--- config.mk ---
export PLATFORM = sky130hd
export DESIGN_NAME = gpio_out_ctrl_flat
export DESIGN_NICKNAME = d
export VERILOG_FILES = /design/src/rtl/gpio_pkg.sv /design/src/rtl/gpio_out_ctrl_if.sv /design/src/rtl/gpio_phase_cnt.sv /design/src/rtl/gpio_out_ctrl.sv /design/src/flat_wrapper.sv
export SDC_FILE = /design/constraint.sdc
export NUM_CORES = 1
export LEC_CHECK = 0
export BUFFER_PORTS_ARGS = -buffer_cell sky130_fd_sc_hd__buf_2
export CORE_UTILIZATION = 63
export DETAILED_ROUTE_END_ITERATION = 10
export GPL_ROUTABILITY_DRIVEN = 1
export PLACE_DENSITY = 0.85
export SLEW_MARGIN = 10
export SYNTH_ARGS = -nofsm -noshare
export SYNTH_HDL_FRONTEND = slang
export SYNTH_SLANG_ARGS = --single-unit
--- constraint.sdc ---
create_clock -name clk -period 3.7 [get_ports clk]
set_clock_uncertainty 0.1 [all_clocks]
set_input_delay 0.37 -clock clk [delete_from_list [all_inputs] [get_ports clk]]
set_output_delay 0.37 -clock clk [all_outputs]
set_load 0.1 [all_outputs]
--- src/rtl/gpio_pkg.sv ---
// Shared types and widths for the GPIO output controller: FSM states, lane geometry, counter width.
package gpio_pkg;

    localparam int LANE_W     = 8;
    localparam int LANES      = 4;
    localparam int LANE_SEL_W = 2;
    localparam int GPIO_W     = LANE_W * LANES;
    localparam int CNT_W      = 8;

    typedef enum logic [1:0] {
        ST_IDLE = 2'd0,
        ST_HIGH = 2'd1,
        ST_LOW  = 2'd2
    } gpio_state_e;

endpackage

--- src/rtl/gpio_out_ctrl_if.sv ---
// Write/commit bus and published GPIO word with its ext_clk qualifier.
interface gpio_out_ctrl_if;
    import gpio_pkg::*;

    logic                  wr_en;
    logic [LANE_SEL_W-1:0] wr_lane;
    logic [LANE_W-1:0]     wr_data;
    logic                  commit;
    logic                  clr_ovr;
    logic [GPIO_W-1:0]     gpio;
    logic                  ext_clk;
    logic                  busy;
    logic                  overrun;

    modport master (
        output wr_en, wr_lane, wr_data, commit, clr_ovr,
        input  gpio, ext_clk, busy, overrun
    );

    modport slave (
        input  wr_en, wr_lane, wr_data, commit, clr_ovr,
        output gpio, ext_clk, busy, overrun
    );

endinterface

--- src/rtl/gpio_phase_cnt.sv ---
// Phase length counter: load on phase entry, count down to zero, hold at zero.
module gpio_phase_cnt
    import gpio_pkg::*;
(
    input  logic             clk,
    input  logic             rst,
    input  logic             i_load,
    input  logic [CNT_W-1:0] i_load_val,
    input  logic             i_dec,
    output logic             o_zero
);

    logic [CNT_W-1:0] r_cnt;

    always_ff @(posedge clk) begin
        if (rst) begin
            r_cnt <= '0;
        end else if (i_load) begin
            r_cnt <= i_load_val;
        end else if (i_dec && (r_cnt != '0)) begin
            r_cnt <= r_cnt - 1'b1;
        end
    end

    assign o_zero = (r_cnt == '0);

endmodule

--- src/rtl/gpio_out_ctrl.sv ---
// Byte-staged 32-bit GPIO publisher: each commit drives a new word together with a timed ext_clk pulse.
module gpio_out_ctrl
    import gpio_pkg::*;
#(
    parameter int HIGH_CYCLES = 5,
    parameter int LOW_CYCLES  = 5
)
(
    input  logic            clk,
    input  logic            rst,
    gpio_out_ctrl_if.slave  bus
);

    localparam logic [CNT_W-1:0] HIGH_LOAD = CNT_W'(HIGH_CYCLES - 1);
    localparam logic [CNT_W-1:0] LOW_LOAD  = CNT_W'(LOW_CYCLES - 1);

    gpio_state_e       r_state;
    gpio_state_e       w_next_state;

    logic [GPIO_W-1:0] r_staging;
    logic [GPIO_W-1:0] w_merged;
    logic [GPIO_W-1:0] r_pend_data;
    logic [GPIO_W-1:0] r_gpio;
    logic [GPIO_W-1:0] w_pub_data;
    logic              r_pending;
    logic              r_ext_clk;
    logic              r_overrun;

    logic              w_zero;
    logic              w_busy;
    logic              w_publish;
    logic              w_consume;
    logic              w_ext_fall;
    logic              w_cnt_load;
    logic              w_cnt_dec;
    logic [CNT_W-1:0]  w_cnt_val;
    logic              w_pend_load;
    logic              w_ovr_event;

    // Same-cycle write is merged so a coincident commit sees the new byte.
    always_comb begin
        w_merged = r_staging;
        if (bus.wr_en) begin
            w_merged[{bus.wr_lane, 3'b000} +: LANE_W] = bus.wr_data;
        end
    end

    gpio_phase_cnt u_phase_cnt (
        .clk        (clk),
        .rst        (rst),
        .i_load     (w_cnt_load),
        .i_load_val (w_cnt_val),
        .i_dec      (w_cnt_dec),
        .o_zero     (w_zero)
    );

    always_ff @(posedge clk) begin
        if (rst) begin
            r_state <= ST_IDLE;
        end else begin
            r_state <= w_next_state;
        end
    end

    always_comb begin
        w_next_state = r_state;
        case (r_state)
            ST_IDLE: if (r_pending || bus.commit) w_next_state = ST_HIGH;
            ST_HIGH: if (w_zero) w_next_state = ST_LOW;
            ST_LOW:  if (w_zero) w_next_state = r_pending ? ST_HIGH : ST_IDLE;
            default: w_next_state = ST_IDLE;
        endcase
    end

    always_comb begin
        w_busy      = (r_state != ST_IDLE) || r_pending;
        w_publish   = ((r_state == ST_IDLE) && (r_pending || bus.commit)) ||
                      ((r_state == ST_LOW) && w_zero && r_pending);
        w_pub_data  = r_pending ? r_pend_data : w_merged;
        w_consume   = w_publish && r_pending;
        w_ext_fall  = (r_state == ST_HIGH) && w_zero;
        w_cnt_load  = w_publish || w_ext_fall;
        w_cnt_val   = w_publish ? HIGH_LOAD : LOW_LOAD;
        w_cnt_dec   = (r_state != ST_IDLE);
        // A slot freed by this cycle's publish can take a new commit without overrun.
        w_pend_load = bus.commit && w_busy && (!r_pending || w_consume);
        w_ovr_event = bus.commit && r_pending && !w_consume;
    end

    always_ff @(posedge clk) begin
        if (rst) begin
            r_staging   <= '0;
            r_gpio      <= '0;
            r_ext_clk   <= 1'b0;
            r_pending   <= 1'b0;
            r_pend_data <= '0;
            r_overrun   <= 1'b0;
        end else begin
            r_staging <= w_merged;

            if (w_publish) begin
                r_gpio    <= w_pub_data;
                r_ext_clk <= 1'b1;
            end else if (w_ext_fall) begin
                r_ext_clk <= 1'b0;
            end

            if (w_pend_load) begin
                r_pending   <= 1'b1;
                r_pend_data <= w_merged;
            end else if (w_consume) begin
                r_pending   <= 1'b0;
            end

            if (w_ovr_event) begin
                r_overrun <= 1'b1;
            end else if (bus.clr_ovr) begin
                r_overrun <= 1'b0;
            end
        end
    end

    assign bus.gpio    = r_gpio;
    assign bus.ext_clk = r_ext_clk;
    assign bus.busy    = w_busy;
    assign bus.overrun = r_overrun;

endmodule
--- src/flat_wrapper.sv ---
// flat-port wrapper written by rule: the top's interface ports become plain ports
module gpio_out_ctrl_flat import gpio_pkg::*;
#(
    parameter int HIGH_CYCLES = 5,
    parameter int LOW_CYCLES  = 5
)
  (clk, rst, bus_wr_en, bus_wr_lane, bus_wr_data, bus_commit, bus_clr_ovr, bus_gpio, bus_ext_clk, bus_busy, bus_overrun);
  gpio_out_ctrl_if bus_i ();
  input  logic clk;
  input  logic rst;
  input wire logic [$bits(bus_i.wr_en)-1:0] bus_wr_en;
  input wire logic [$bits(bus_i.wr_lane)-1:0] bus_wr_lane;
  input wire logic [$bits(bus_i.wr_data)-1:0] bus_wr_data;
  input wire logic [$bits(bus_i.commit)-1:0] bus_commit;
  input wire logic [$bits(bus_i.clr_ovr)-1:0] bus_clr_ovr;
  output wire logic [$bits(bus_i.gpio)-1:0] bus_gpio;
  output wire logic [$bits(bus_i.ext_clk)-1:0] bus_ext_clk;
  output wire logic [$bits(bus_i.busy)-1:0] bus_busy;
  output wire logic [$bits(bus_i.overrun)-1:0] bus_overrun;
  assign bus_i.wr_en = bus_wr_en;
  assign bus_i.wr_lane = bus_wr_lane;
  assign bus_i.wr_data = bus_wr_data;
  assign bus_i.commit = bus_commit;
  assign bus_i.clr_ovr = bus_clr_ovr;
  assign bus_gpio = bus_i.gpio;
  assign bus_ext_clk = bus_i.ext_clk;
  assign bus_busy = bus_i.busy;
  assign bus_overrun = bus_i.overrun;
  gpio_out_ctrl #(.HIGH_CYCLES(HIGH_CYCLES), .LOW_CYCLES(LOW_CYCLES)) u_core (.clk(clk), .rst(rst), .bus(bus_i));
endmodule
Yosys cells after proc, flatten, opt, wreduce, memory -nomap -nowiden
Cells that the tools add are included.
{"block": "word_totals", "regBits": 109, "in_bits": 15, "output_inout_bits": 35}
{"block": "classes", "addsub": 2, "n_eq_ne": 5, "n_shift": 2, "n_mux": 16, "reduce_logical": 27}
{"op": "two-way mux 32 bit", "count": 2}
{"op": "bitwise mux 32 bit", "count": 1}
{"op": "variable shift 8 x 7 -> 32 bit (first input constant)", "count": 1}
{"op": "variable part select 8 x 7 -> 32 bit", "count": 1}
{"op": "logical AND 1 bit", "count": 10}
{"op": "nonzero test 2 bit", "count": 5}
{"op": "zero test 8 bit", "count": 1}
{"op": "nonzero test 8 bit", "count": 1}
{"op": "subtractor 8 x 1 -> 8 bit (second input constant)", "count": 1}
{"op": "two-way mux 1 bit", "count": 7}
{"op": "negator 5 -> 7 bit", "count": 1}
{"op": "two-way mux 2 bit", "count": 3}
{"op": "two-way mux 3 bit", "count": 2}
{"op": "!= test 2 x 1 -> 1 bit (second input constant)", "count": 3}
{"op": "one-hot mux 2 bit (3 select lines)", "count": 1}
{"op": "logical OR 1 bit", "count": 5}
{"op": "AND reduction 3 bit", "count": 1}
{"op": "== test 2 x 1 -> 1 bit (second input constant)", "count": 1}
{"op": "== test 2 bit (second input constant)", "count": 1}
{"op": "zero test 1 bit", "count": 2}
{"op": "zero test 2 bit", "count": 1}
{"op": "OR reduction 2 bit", "count": 1}

Longest topological paths before layout
Gate-level depths: netlist of the first run.
{"block": "logic_depth", "depth_word": 8, "mapped_depth": 8, "depth_no_buf": 6}

By module
Synthesis of the first run repeated with hierarchy kept, for this count alone.
{"block": "unflattened", "cells_unflattened": 484, "area_unflattened_um2": 4738.3}
{"mod": "gpio_out_ctrl", "instances": 1, "cells_each": 425, "area_each_um2": 4222.8, "seq_area_each_um2": 2021.9}
{"mod": "gpio_phase_cnt", "instances": 1, "cells_each": 59, "area_each_um2": 515.5, "seq_area_each_um2": 160.2}

Worst setup path before layout of the first run
Ideal clock, no wire load.
{"block": "synth_path", "path_type": "flip-flop to flip-flop", "from": "register u_core.r_pending", "to": "register u_core.r_pend_data[0]", "setup_ns": 0.123, "arrival_time_ns": 2.502, "slack_ns": 0.974, "path_stages_with_launch": 8, "path_buffers": 3, "period_less_slack_ns": 2.726, "cell_sequence": "dfxtp_1 > clkbuf_1 > or3_1 > nand3_1 > or2_1 > clkbuf_1 > buf_4 > mux2_1"}
{"block": "synth_between", "elab_cells_between_ends": 10, "classes_between": "reduce/logical: 10"}
{"item": "start: declaration", "line_no": "gpio_out_ctrl.sv:25", "rtl": "logic r_pending;"}
{"item": "start signal: assignment", "line_no": "gpio_out_ctrl.sv:95", "rtl": "r_pending <= 1'b0;"}
{"item": "start signal: assignment", "line_no": "gpio_out_ctrl.sv:109", "rtl": "r_pending <= 1'b1;"}
{"item": "start signal: assignment", "line_no": "gpio_out_ctrl.sv:112", "rtl": "r_pending <= 1'b0;"}
{"item": "logical OR 1 bit", "line_no": "gpio_out_ctrl.sv:76", "rtl": "w_busy = (r_state != ST_IDLE) || r_pending;"}
{"item": "named net bus_busy", "line_no": "flat_wrapper.sv:18", "rtl": "output wire logic [$bits(bus_i.busy)-1:0] bus_busy;"}
{"item": "logical AND 1 bit (2 in series)", "line_no": "gpio_out_ctrl.sv:86", "rtl": "w_pend_load = bus.commit && w_busy && (!r_pending || w_consume);"}
{"item": "end signal: assignment", "line_no": "gpio_out_ctrl.sv:110", "rtl": "r_pend_data <= w_merged;"}
{"item": "end: declaration", "line_no": "gpio_out_ctrl.sv:22", "rtl": "logic [GPIO_W-1:0] r_pend_data;"}
The timed path passes the listed nets, and every way through them passes these cells.
A chain may end at the register's enable or synchronous reset.

Worst setup path in the final report of the first run
{"block": "layout_path", "from": "register u_core.r_state[0]", "to": "register u_core.r_gpio[11], in the netlist u_core.bus.gpio[11]"}
{"block": "layout_between", "elab_chain_cells": 4, "elab_cells_between_ends": 6, "classes_between": "eq/ne: 1; reduce/logical: 5"}
{"item": "start: declaration", "line_no": "gpio_out_ctrl.sv:17", "rtl": "gpio_state_e r_state;"}
{"item": "start signal: assignment", "line_no": "gpio_out_ctrl.sv:61", "rtl": "r_state <= w_next_state;"}
{"item": "== test 2 bit", "line_no": "gpio_out_ctrl.sv:78", "rtl": "((r_state == ST_LOW) && w_zero && r_pending);"}
{"item": "logical AND 1 bit (2 in series)", "line_no": "gpio_out_ctrl.sv:78"}
{"item": "logical OR 1 bit (*)", "line_no": "gpio_out_ctrl.sv:77", "rtl": "w_publish = ((r_state == ST_IDLE) && (r_pending || bus.commit)) ||"}
{"item": "end signal: assignment", "line_no": "gpio_out_ctrl.sv:102", "rtl": "r_gpio <= w_pub_data;"}
{"item": "end: declaration", "line_no": "gpio_out_ctrl.sv:23", "rtl": "logic [GPIO_W-1:0] r_gpio;"}
Every way passes the cells marked *; elsewhere a longest branch is shown, timed or not.

==> results of run 1 <==
cells by family after synthesis:
kind of cell             share of synthesized area
flip-flops                                   0.437
buffers and inverters                       0.0469
adder cells (fa/ha/maj)                     0.0150
AO/OA/AOI/OAI                                0.227
XOR/XNOR                                   0.00527
multiplexers                                0.0650
AND/OR/NAND/NOR                              0.203
power by group:
group          internal (W)  switching (W)
Clock              0.000303       0.000389
Sequential          0.00127       0.000103
Combinational      0.000350       0.000973
Total               0.00192        0.00147
how the worst min path moves through the flow:
stage / from / to / cells past startpoint
after floorplan: u_core.r_pend_data[10] / u_core.r_pend_data[10] / 2
after global placement: u_core.r_pend_data[12] / u_core.r_pend_data[12] / 2
after detailed placement: u_core.r_pend_data[12] / u_core.r_pend_data[12] / 2
after CTS: bus_clr_ovr / u_core.bus.overrun / 3
after global routing: bus_clr_ovr / u_core.bus.overrun / 3
final: bus_clr_ovr / u_core.bus.overrun / 3
area by class of cell:
type	instances	area, um2
clock inverters	2	16.3
flip-flops and latches	109	2180
inverters	11	41.3
clock buffers	14	173
multi-input cells	397	2580
repair buffers	56	313
fillers	627	2260
well taps	102	128
critical path, stage by stage, from the launching register on:
cell and delay (ps):
sky130_fd_sc_hd__dfxtp_1 750, sky130_fd_sc_hd__buf_4 420, sky130_fd_sc_hd__or2_1 610, sky130_fd_sc_hd__buf_4 380
sky130_fd_sc_hd__o21ai_1 110
synthesized netlist by cell type (3+ instances only):
| cell type | count | area (um2) |
|---|---|---|
| sky130_fd_sc_hd__a211o_1 | 20 | 175 |
| sky130_fd_sc_hd__a211oi_1 | 6 | 45.0 |
| sky130_fd_sc_hd__a21boi_0 | 14 | 105 |
| sky130_fd_sc_hd__a21oi_1 | 17 | 85.1 |
| sky130_fd_sc_hd__a31oi_1 | 14 | 87.6 |
| sky130_fd_sc_hd__a32oi_1 | 11 | 96.3 |
| sky130_fd_sc_hd__and2_1 | 9 | 56.3 |
| sky130_fd_sc_hd__and3_1 | 3 | 18.8 |
| sky130_fd_sc_hd__buf_4 | 3 | 22.5 |
| sky130_fd_sc_hd__clkbuf_1 | 39 | 146 |
| sky130_fd_sc_hd__dfxtp_1 | 109 | 2180 |
| sky130_fd_sc_hd__ha_1 | 6 | 75.1 |
| sky130_fd_sc_hd__inv_1 | 10 | 37.5 |
| sky130_fd_sc_hd__mux2_1 | 27 | 304 |
| sky130_fd_sc_hd__nand2_1 | 16 | 60.1 |
| sky130_fd_sc_hd__nand3_1 | 4 | 20.0 |
| sky130_fd_sc_hd__nor2_1 | 67 | 251 |
| sky130_fd_sc_hd__nor2b_1 | 63 | 394 |
| sky130_fd_sc_hd__nor3_1 | 7 | 35.0 |
| sky130_fd_sc_hd__o21ai_0 | 12 | 60.1 |
| sky130_fd_sc_hd__o21ai_1 | 54 | 270 |
| sky130_fd_sc_hd__o2bb2ai_1 | 4 | 35.0 |
| sky130_fd_sc_hd__o41ai_1 | 4 | 35.0 |
| sky130_fd_sc_hd__o41ai_2 | 4 | 65.1 |
| sky130_fd_sc_hd__xnor2_1 | 3 | 26.3 |
stage by stage:
stage | util | std cells | setup slack [ps]
detailed placement | 0.682 | 675 | 1180
floorplan | - | 563 | 974
global placement | 0.682 | 675 | 1210
CTS | 0.707 | 691 | 1190
global route | 0.707 | 691 | 1010
finish | 0.707 | 691 | 1210
per-layer routing:
metal	vias to the layer above	GRT usage	wire (um)
li1	2022	-	-
met1	1985	0.389	5010
met2	120	0.458	5420
met3	23	0.0352	510
met4	0	0.112	209
met5	-	0	0
cells in the final DEF, fill, tap and decap left out, types with 7 or more instances in the layout:
master and instances:
sky130_fd_sc_hd__o21ai_0 12, sky130_fd_sc_hd__nand2_1 16, sky130_fd_sc_hd__o21ai_1 54, sky130_fd_sc_hd__nor2_1 67, sky130_fd_sc_hd__clkbuf_8 12, sky130_fd_sc_hd__and2_1 9
sky130_fd_sc_hd__nor3_1 7, sky130_fd_sc_hd__a31oi_1 13, sky130_fd_sc_hd__dfxtp_1 109, sky130_fd_sc_hd__a21boi_0 14, sky130_fd_sc_hd__mux2_1 27, sky130_fd_sc_hd__a211o_1 20
sky130_fd_sc_hd__nor2b_1 63, sky130_fd_sc_hd__buf_4 7, sky130_fd_sc_hd__a21oi_1 17, sky130_fd_sc_hd__a32oi_1 11, sky130_fd_sc_hd__buf_2 48, sky130_fd_sc_hd__inv_1 10
flip-flops by register name (all words and copies together) (netlist names):
signal and count:
u_core.bus.ext_clk 1, u_core.bus.gpio 32, u_core.bus.overrun 1, u_core.r_pend_data 32, u_core.r_pending 1, u_core.r_staging 32, u_core.r_state 2, u_core.u_phase_cnt.r_cnt 8
==> flow_results.xml, run 1 <==
<?xml version="1.0" encoding="UTF-8"?>
<metrics>
  <group name="status">
    <metric name="outcome" unit="">finished clean</metric>
  </group>
  <group name="logic_synthesis">
    <metric name="post_synth_num_cell_types" unit="">52</metric>
    <metric name="avgSynthCellArea" unit="um2">8.86</metric>
    <metric name="post_synth_inst_count" unit="">563</metric>
    <metric name="synthesis.area" unit="mm2">0.00499</metric>
    <metric name="synth_enable_flop_cells" unit="">0</metric>
    <metric name="async_flop_share" unit="">0</metric>
    <metric name="synth_warnings" unit="">0</metric>
    <metric name="commonest_register_cell_after_synthesis" unit="">sky130_fd_sc_hd__dfxtp_1</metric>
    <metric name="yosysSeqAreaShare" unit="">0.437</metric>
    <metric name="mappedNetlistNets" unit="">584</metric>
    <metric name="synth.ff_latch_count" unit="">109</metric>
  </group>
  <group name="place">
    <metric name="dpl.hpwl" unit="mm">7.27</metric>
    <metric name="gp_congestion" unit="">0.835</metric>
    <metric name="placed_instance_area" unit="mm2">0.00524</metric>
    <metric name="portBuffers" unit="">49</metric>
  </group>
  <group name="layout">
    <metric name="design.final.nets" unit="">605</metric>
    <metric name="areaGrowthSynthToFinish" unit="%">8.88</metric>
    <metric name="drive_gt1_frac" unit="">0.139</metric>
    <metric name="final_cell_area" unit="mm2">0.00543</metric>
    <metric name="num_antenna_cells" unit="">0</metric>
  </group>
  <group name="grt">
    <metric name="via_count_of_the_first_global_routing_pass" unit="">3826</metric>
    <metric name="grt_pass1_wl" unit="mm">19.0</metric>
    <metric name="track_usage" unit="">0.284</metric>
    <metric name="globalRoute.totalOverflow" unit="">0</metric>
    <metric name="antenna_found_initial" unit="">0</metric>
    <metric name="grt_max_degree" unit="">66</metric>
  </group>
  <group name="timing">
    <metric name="period_minus_slack" unit="ps">2490</metric>
    <metric name="finalCritPeriodShare" unit="">0.674</metric>
    <metric name="slew-limit-headroom" unit="">0.403</metric>
    <metric name="max_slew.worst_pin.slew" unit="ps">894</metric>
    <metric name="final_setup_violation_count" unit="">0</metric>
    <metric name="timing.hold.ws" unit="ps">163</metric>
    <metric name="fin_hold_viols" unit="">0</metric>
    <metric name="clock.fmax" unit="MHz">401</metric>
    <metric name="fin_setup_tns" unit="ps">0</metric>
    <metric name="final_max_slew_viol_count" unit="">0</metric>
    <metric name="rsz_0062_raised_after_global_routing" unit="">false</metric>
  </group>
  <group name="floorplanning">
    <metric name="effective_utilization_at_floorplan" unit="">0.649</metric>
    <metric name="die-height" unit="um">91.0</metric>
    <metric name="dieWidth" unit="um">91.0</metric>
    <metric name="die_area" unit="mm2">0.00828</metric>
    <metric name="num_io_pins" unit="">50</metric>
    <metric name="core_area" unit="mm2">0.00769</metric>
    <metric name="rows" unit="">32</metric>
  </group>
  <group name="clock_network">
    <metric name="cts_tree" unit="">yes</metric>
    <metric name="cts-resized-gates" unit="">0</metric>
    <metric name="h_tree_depth" unit="">3</metric>
    <metric name="tritoncts_num_sinks" unit="">109</metric>
    <metric name="post_cts.repair.setup_buffers" unit="">0</metric>
    <metric name="cts_root_buffer" unit="">sky130_fd_sc_hd__clkbuf_8</metric>
    <metric name="inserted_clock_buffers" unit="">9</metric>
    <metric name="clock_latency" unit="ps">370</metric>
    <metric name="cts_max_path_buffers" unit="">2</metric>
    <metric name="cts_hold_repair.buffers" unit="">0</metric>
    <metric name="clk_transition_reported_paths" unit="ps">90</metric>
  </group>
  <group name="power">
    <metric name="p_leak" unit="nW">2.18</metric>
    <metric name="power_density" unit="mW/mm2">623</metric>
    <metric name="ir_drop" unit="uV">309</metric>
    <metric name="post-layout-total-power" unit="W">0.00338</metric>
  </group>
  <group name="worst_hold_path">
    <metric name="min_path_type" unit="">in -&gt; reg</metric>
  </group>
  <group name="setup_path">
    <metric name="worstSetupStartpointType" unit="">flip-flop</metric>
    <metric name="r2r.worst_path.cells" unit="">4</metric>
    <metric name="critPathLaunch" unit="">u_core.r_state[0]</metric>
    <metric name="reg2reg_to" unit="">u_core.bus.gpio[11]</metric>
    <metric name="criticalPathCategory" unit="">reg -&gt; reg</metric>
    <metric name="critPathCapture" unit="">u_core.bus.gpio[11]</metric>
    <metric name="cp.required" unit="ps">3860</metric>
    <metric name="reg2reg_from" unit="">u_core.r_state[0]</metric>
    <metric name="critical_path_arrival" unit="ps">2650</metric>
    <metric name="rrSetupSlack" unit="ps">1210</metric>
    <metric name="cp_max_fo" unit="">27</metric>
    <metric name="worst_setup_path_end_kind" unit="">flip-flop</metric>
  </group>
  <group name="routing">
    <metric name="wire_per_inst" unit="um">16.1</metric>
    <metric name="dr.pass1.iters" unit="">5</metric>
    <metric name="vias_per_instance" unit="">6.01</metric>
    <metric name="route.final.wire_length" unit="mm">11.2</metric>
    <metric name="route.vias.total" unit="">4150</metric>
    <metric name="initialDrtViolationCount" unit="">348</metric>
    <metric name="antenna_left" unit="">0</metric>
    <metric name="remaining_drc_errors" unit="">0</metric>
  </group>
  <group name="flow_run">
    <metric name="drv_cap" unit="">0</metric>
  </group>
</metrics>
Power figures use the tool's default switching activity.
==> inputs of run 2 (changes only) <==
--- a/config.mk
+++ b/config.mk
@@ -6,10 +6,10 @@
 export NUM_CORES = 1
 export LEC_CHECK = 0
 export BUFFER_PORTS_ARGS = -buffer_cell sky130_fd_sc_hd__buf_2
-export CORE_UTILIZATION = 63
+export CORE_UTILIZATION = 53
 export DETAILED_ROUTE_END_ITERATION = 10
 export GPL_ROUTABILITY_DRIVEN = 1
-export PLACE_DENSITY = 0.85
+export PLACE_DENSITY = 0.77
 export SLEW_MARGIN = 10
 export SYNTH_ARGS = -nofsm -noshare
 export SYNTH_HDL_FRONTEND = slang
==> constraint.sdc (replaced) <==
create_clock -name clk -period 2.1 [get_ports clk]
set_clock_uncertainty 0.1 [all_clocks]
set_input_delay 0.21 -clock clk [delete_from_list [all_inputs] [get_ports clk]]
set_output_delay 0.21 -clock clk [all_outputs]
set_load 0.1 [all_outputs]
==> flow_results.xml, run 2 (synthesis results as in run 1) <==
<?xml version="1.0" encoding="UTF-8"?>
<metrics>
  <group name="setup_path">
    <metric name="cp.required" unit="ps">2250</metric>
    <metric name="critical_path_arrival" unit="ps">2140</metric>
    <metric name="worst_setup_path_end_kind" unit="">flip-flop</metric>
    <metric name="rrSetupSlack" unit="ps">100</metric>
    <metric name="critPathLaunch" unit="">u_core.u_phase_cnt.r_cnt[0]</metric>
    <metric name="criticalPathCategory" unit="">reg -&gt; reg</metric>
    <metric name="cp_max_fo" unit="">12</metric>
    <metric name="worstSetupStartpointType" unit="">flip-flop</metric>
    <metric name="reg2reg_from" unit="">u_core.u_phase_cnt.r_cnt[0]</metric>
  </group>
  <group name="worst_hold_path">
    <metric name="min_path_type" unit="">in -&gt; reg</metric>
    <metric name="hold_path_startpoint" unit="">bus_commit</metric>
  </group>
  <group name="routing">
    <metric name="vias_per_instance" unit="">5.85</metric>
    <metric name="route.final.wire_length" unit="mm">11.9</metric>
    <metric name="topRoutingLayerUsed" unit="">met4</metric>
    <metric name="post_route_met1_wirelength" unit="mm">5.36</metric>
    <metric name="wl_met3" unit="um">500</metric>
    <metric name="wire_per_inst" unit="um">16.5</metric>
    <metric name="met2_wirelength" unit="mm">5.87</metric>
    <metric name="dr.pass1.iters" unit="">5</metric>
    <metric name="antenna_left" unit="">0</metric>
    <metric name="route.vias.total" unit="">4234</metric>
    <metric name="initialDrtViolationCount" unit="">259</metric>
    <metric name="remaining_drc_errors" unit="">0</metric>
  </group>
  <group name="flow_run">
    <metric name="drv_cap" unit="">0</metric>
  </group>
  <group name="grt">
    <metric name="grt_pass1_wl" unit="mm">19.6</metric>
    <metric name="track_usage" unit="">0.251</metric>
    <metric name="grt_max_degree" unit="">48</metric>
    <metric name="globalRoute.totalOverflow" unit="">0</metric>
    <metric name="via_count_of_the_first_global_routing_pass" unit="">4031</metric>
    <metric name="antenna_found_initial" unit="">0</metric>
  </group>
  <group name="power">
    <metric name="power_density" unit="mW/mm2">1100</metric>
    <metric name="post-layout-total-power" unit="W">0.00627</metric>
    <metric name="clkPwrFrac" unit="">0.187</metric>
    <metric name="power_report.internal_total" unit="W">0.00360</metric>
    <metric name="switchingPower" unit="W">0.00267</metric>
    <metric name="ir_drop" unit="uV">740</metric>
    <metric name="p_leak" unit="nW">2.34</metric>
    <metric name="power.share.combinational" unit="">0.443</metric>
    <metric name="switching_share" unit="">0.426</metric>
    <metric name="power.sequential.fraction" unit="">0.371</metric>
  </group>
  <group name="floorplanning">
    <metric name="rows" unit="">35</metric>
    <metric name="die-height" unit="um">99.0</metric>
    <metric name="num_io_pins" unit="">50</metric>
    <metric name="effective_utilization_at_floorplan" unit="">0.542</metric>
    <metric name="die_area" unit="mm2">0.00980</metric>
    <metric name="dieWidth" unit="um">99.0</metric>
    <metric name="core_area" unit="mm2">0.00920</metric>
  </group>
  <group name="timing">
    <metric name="slew-limit-headroom" unit="">0.609</metric>
    <metric name="clock.fmax" unit="MHz">501</metric>
    <metric name="finalCritPeriodShare" unit="">0.950</metric>
    <metric name="layout_setup_ws" unit="ps">105</metric>
    <metric name="max_slew.worst_pin.slew" unit="ps">585</metric>
    <metric name="period_minus_slack" unit="ps">2000</metric>
    <metric name="final_setup_violation_count" unit="">0</metric>
    <metric name="final_max_slew_viol_count" unit="">0</metric>
    <metric name="timing.hold.ws" unit="ps">107</metric>
    <metric name="fin_hold_viols" unit="">0</metric>
  </group>
  <group name="clock_network">
    <metric name="clk_transition_reported_paths" unit="ps">90</metric>
    <metric name="cts_tree" unit="">yes</metric>
    <metric name="inserted_clock_buffers" unit="">9</metric>
    <metric name="tritoncts_num_sinks" unit="">109</metric>
    <metric name="cts_max_path_buffers" unit="">2</metric>
    <metric name="cts_root_buffer" unit="">sky130_fd_sc_hd__clkbuf_8</metric>
    <metric name="clock_latency" unit="ps">360</metric>
    <metric name="h_tree_depth" unit="">3</metric>
  </group>
  <group name="layout">
    <metric name="num_antenna_cells" unit="">0</metric>
    <metric name="layoutNonFillerInstCount" unit="">724</metric>
    <metric name="areaGrowthSynthToFinish" unit="%">14.4</metric>
    <metric name="drive_gt1_frac" unit="">0.184</metric>
    <metric name="most_common_library_cell_in_the_layout_ignoring_fill_and_taps" unit="">sky130_fd_sc_hd__dfxtp_1</metric>
    <metric name="design.final.nets" unit="">629</metric>
    <metric name="layout.cells.most_common_list" unit="">sky130_fd_sc_hd__dfxtp_1 (109), sky130_fd_sc_hd__nor2_1 (67), sky130_fd_sc_hd__nor2b_1 (63)</metric>
  </group>
  <group name="place">
    <metric name="gp_congestion" unit="">0.774</metric>
    <metric name="dpl.hpwl" unit="mm">8.00</metric>
    <metric name="pre_cts_slack" unit="ps">-22.8</metric>
    <metric name="portBuffers" unit="">49</metric>
    <metric name="post-place-cells" unit="">706</metric>
  </group>
  <group name="status">
    <metric name="outcome" unit="">finished clean</metric>
  </group>
</metrics>
==> run 2: cell types whose count changed in the layout (fill, tap and decap cells not counted), moves of 2 or more <==
cell / change
sky130_fd_sc_hd__o41ai_2: +4
sky130_fd_sc_hd__buf_4: +20
sky130_fd_sc_hd__buf_12: +2
sky130_fd_sc_hd__buf_6: +2
sky130_fd_sc_hd__o41ai_1: -4
==> run 2: worst max-delay path: stages (launching register included) <==
cell                      delay [ps]
sky130_fd_sc_hd__dfxtp_1         320
sky130_fd_sc_hd__inv_1            50
sky130_fd_sc_hd__ha_1            170
sky130_fd_sc_hd__nor3b_4         340
sky130_fd_sc_hd__a21oi_2         100
sky130_fd_sc_hd__or2_1           260
sky130_fd_sc_hd__buf_4           210
sky130_fd_sc_hd__mux2_1          330
==> run 2: metrics by stage <==
stage          instance area [um2]  TNS [ps]  utilization
3_5_place_dp                  5460     -95.6        0.594
2_1_floorplan                 5010         0            -
6_report                      5710         0        0.620
4_1_cts                       5660         0        0.615
5_1_grt                       5710     -4.54        0.620
3_3_place_gp                  5460     -1.09        0.594
==> run 2: area by class of cell <==
class / instances / area (um2)
fill: 796 / 3490
clock buffer: 13 / 159
tap: 111 / 139
timing repair buffer: 80 / 531
sequential: 109 / 2180
inverter: 11 / 41.3
clock inverter: 3 / 20.0
multi-input combinational: 397 / 2630
==> run 2: worst paths after layout <==
| path | endpoint | cells past startpoint |
|---|---|---|
| hold / removal | u_core.bus.overrun | 3 |
| hold reg to reg | u_core.r_pend_data[13] | 2 |
| setup reg to reg | u_core.r_pend_data[26] | 7 |
| setup / recovery | u_core.r_pend_data[26] | 7 |
==> run 2: timing repair <==
action | CTS | global route
hold buffers | 1 | 0
gates resized for setup | 1 | 7
hold endpoints to repair | 1 | 0
buffers inserted | 0 | 1
pin swaps | 0 | 0
endpoints found under the setup margin | 19 | 42
==> run 2: power by group through the flow <==
stage | registers, W | logic, W | clock network [W]
4_1_cts | 0.00232 | 0.00270 | 0.00119
2_1_floorplan | 0.00289 | 0.00150 | 0
3_5_place_dp | 0.00237 | 0.00267 | 0
5_1_grt | 0.00235 | 0.00298 | 0.00128
3_3_place_gp | 0.00236 | 0.00262 | 0
6_report | 0.00233 | 0.00278 | 0.00117
==> run 2: layer usage <==
layer | track usage | vias up
li1 | - | 2067
met1 | 0.322 | 2040
met2 | 0.427 | 107
met3 | 0.0518 | 20
met4 | 0.0746 | 0
met5 | 0 | -
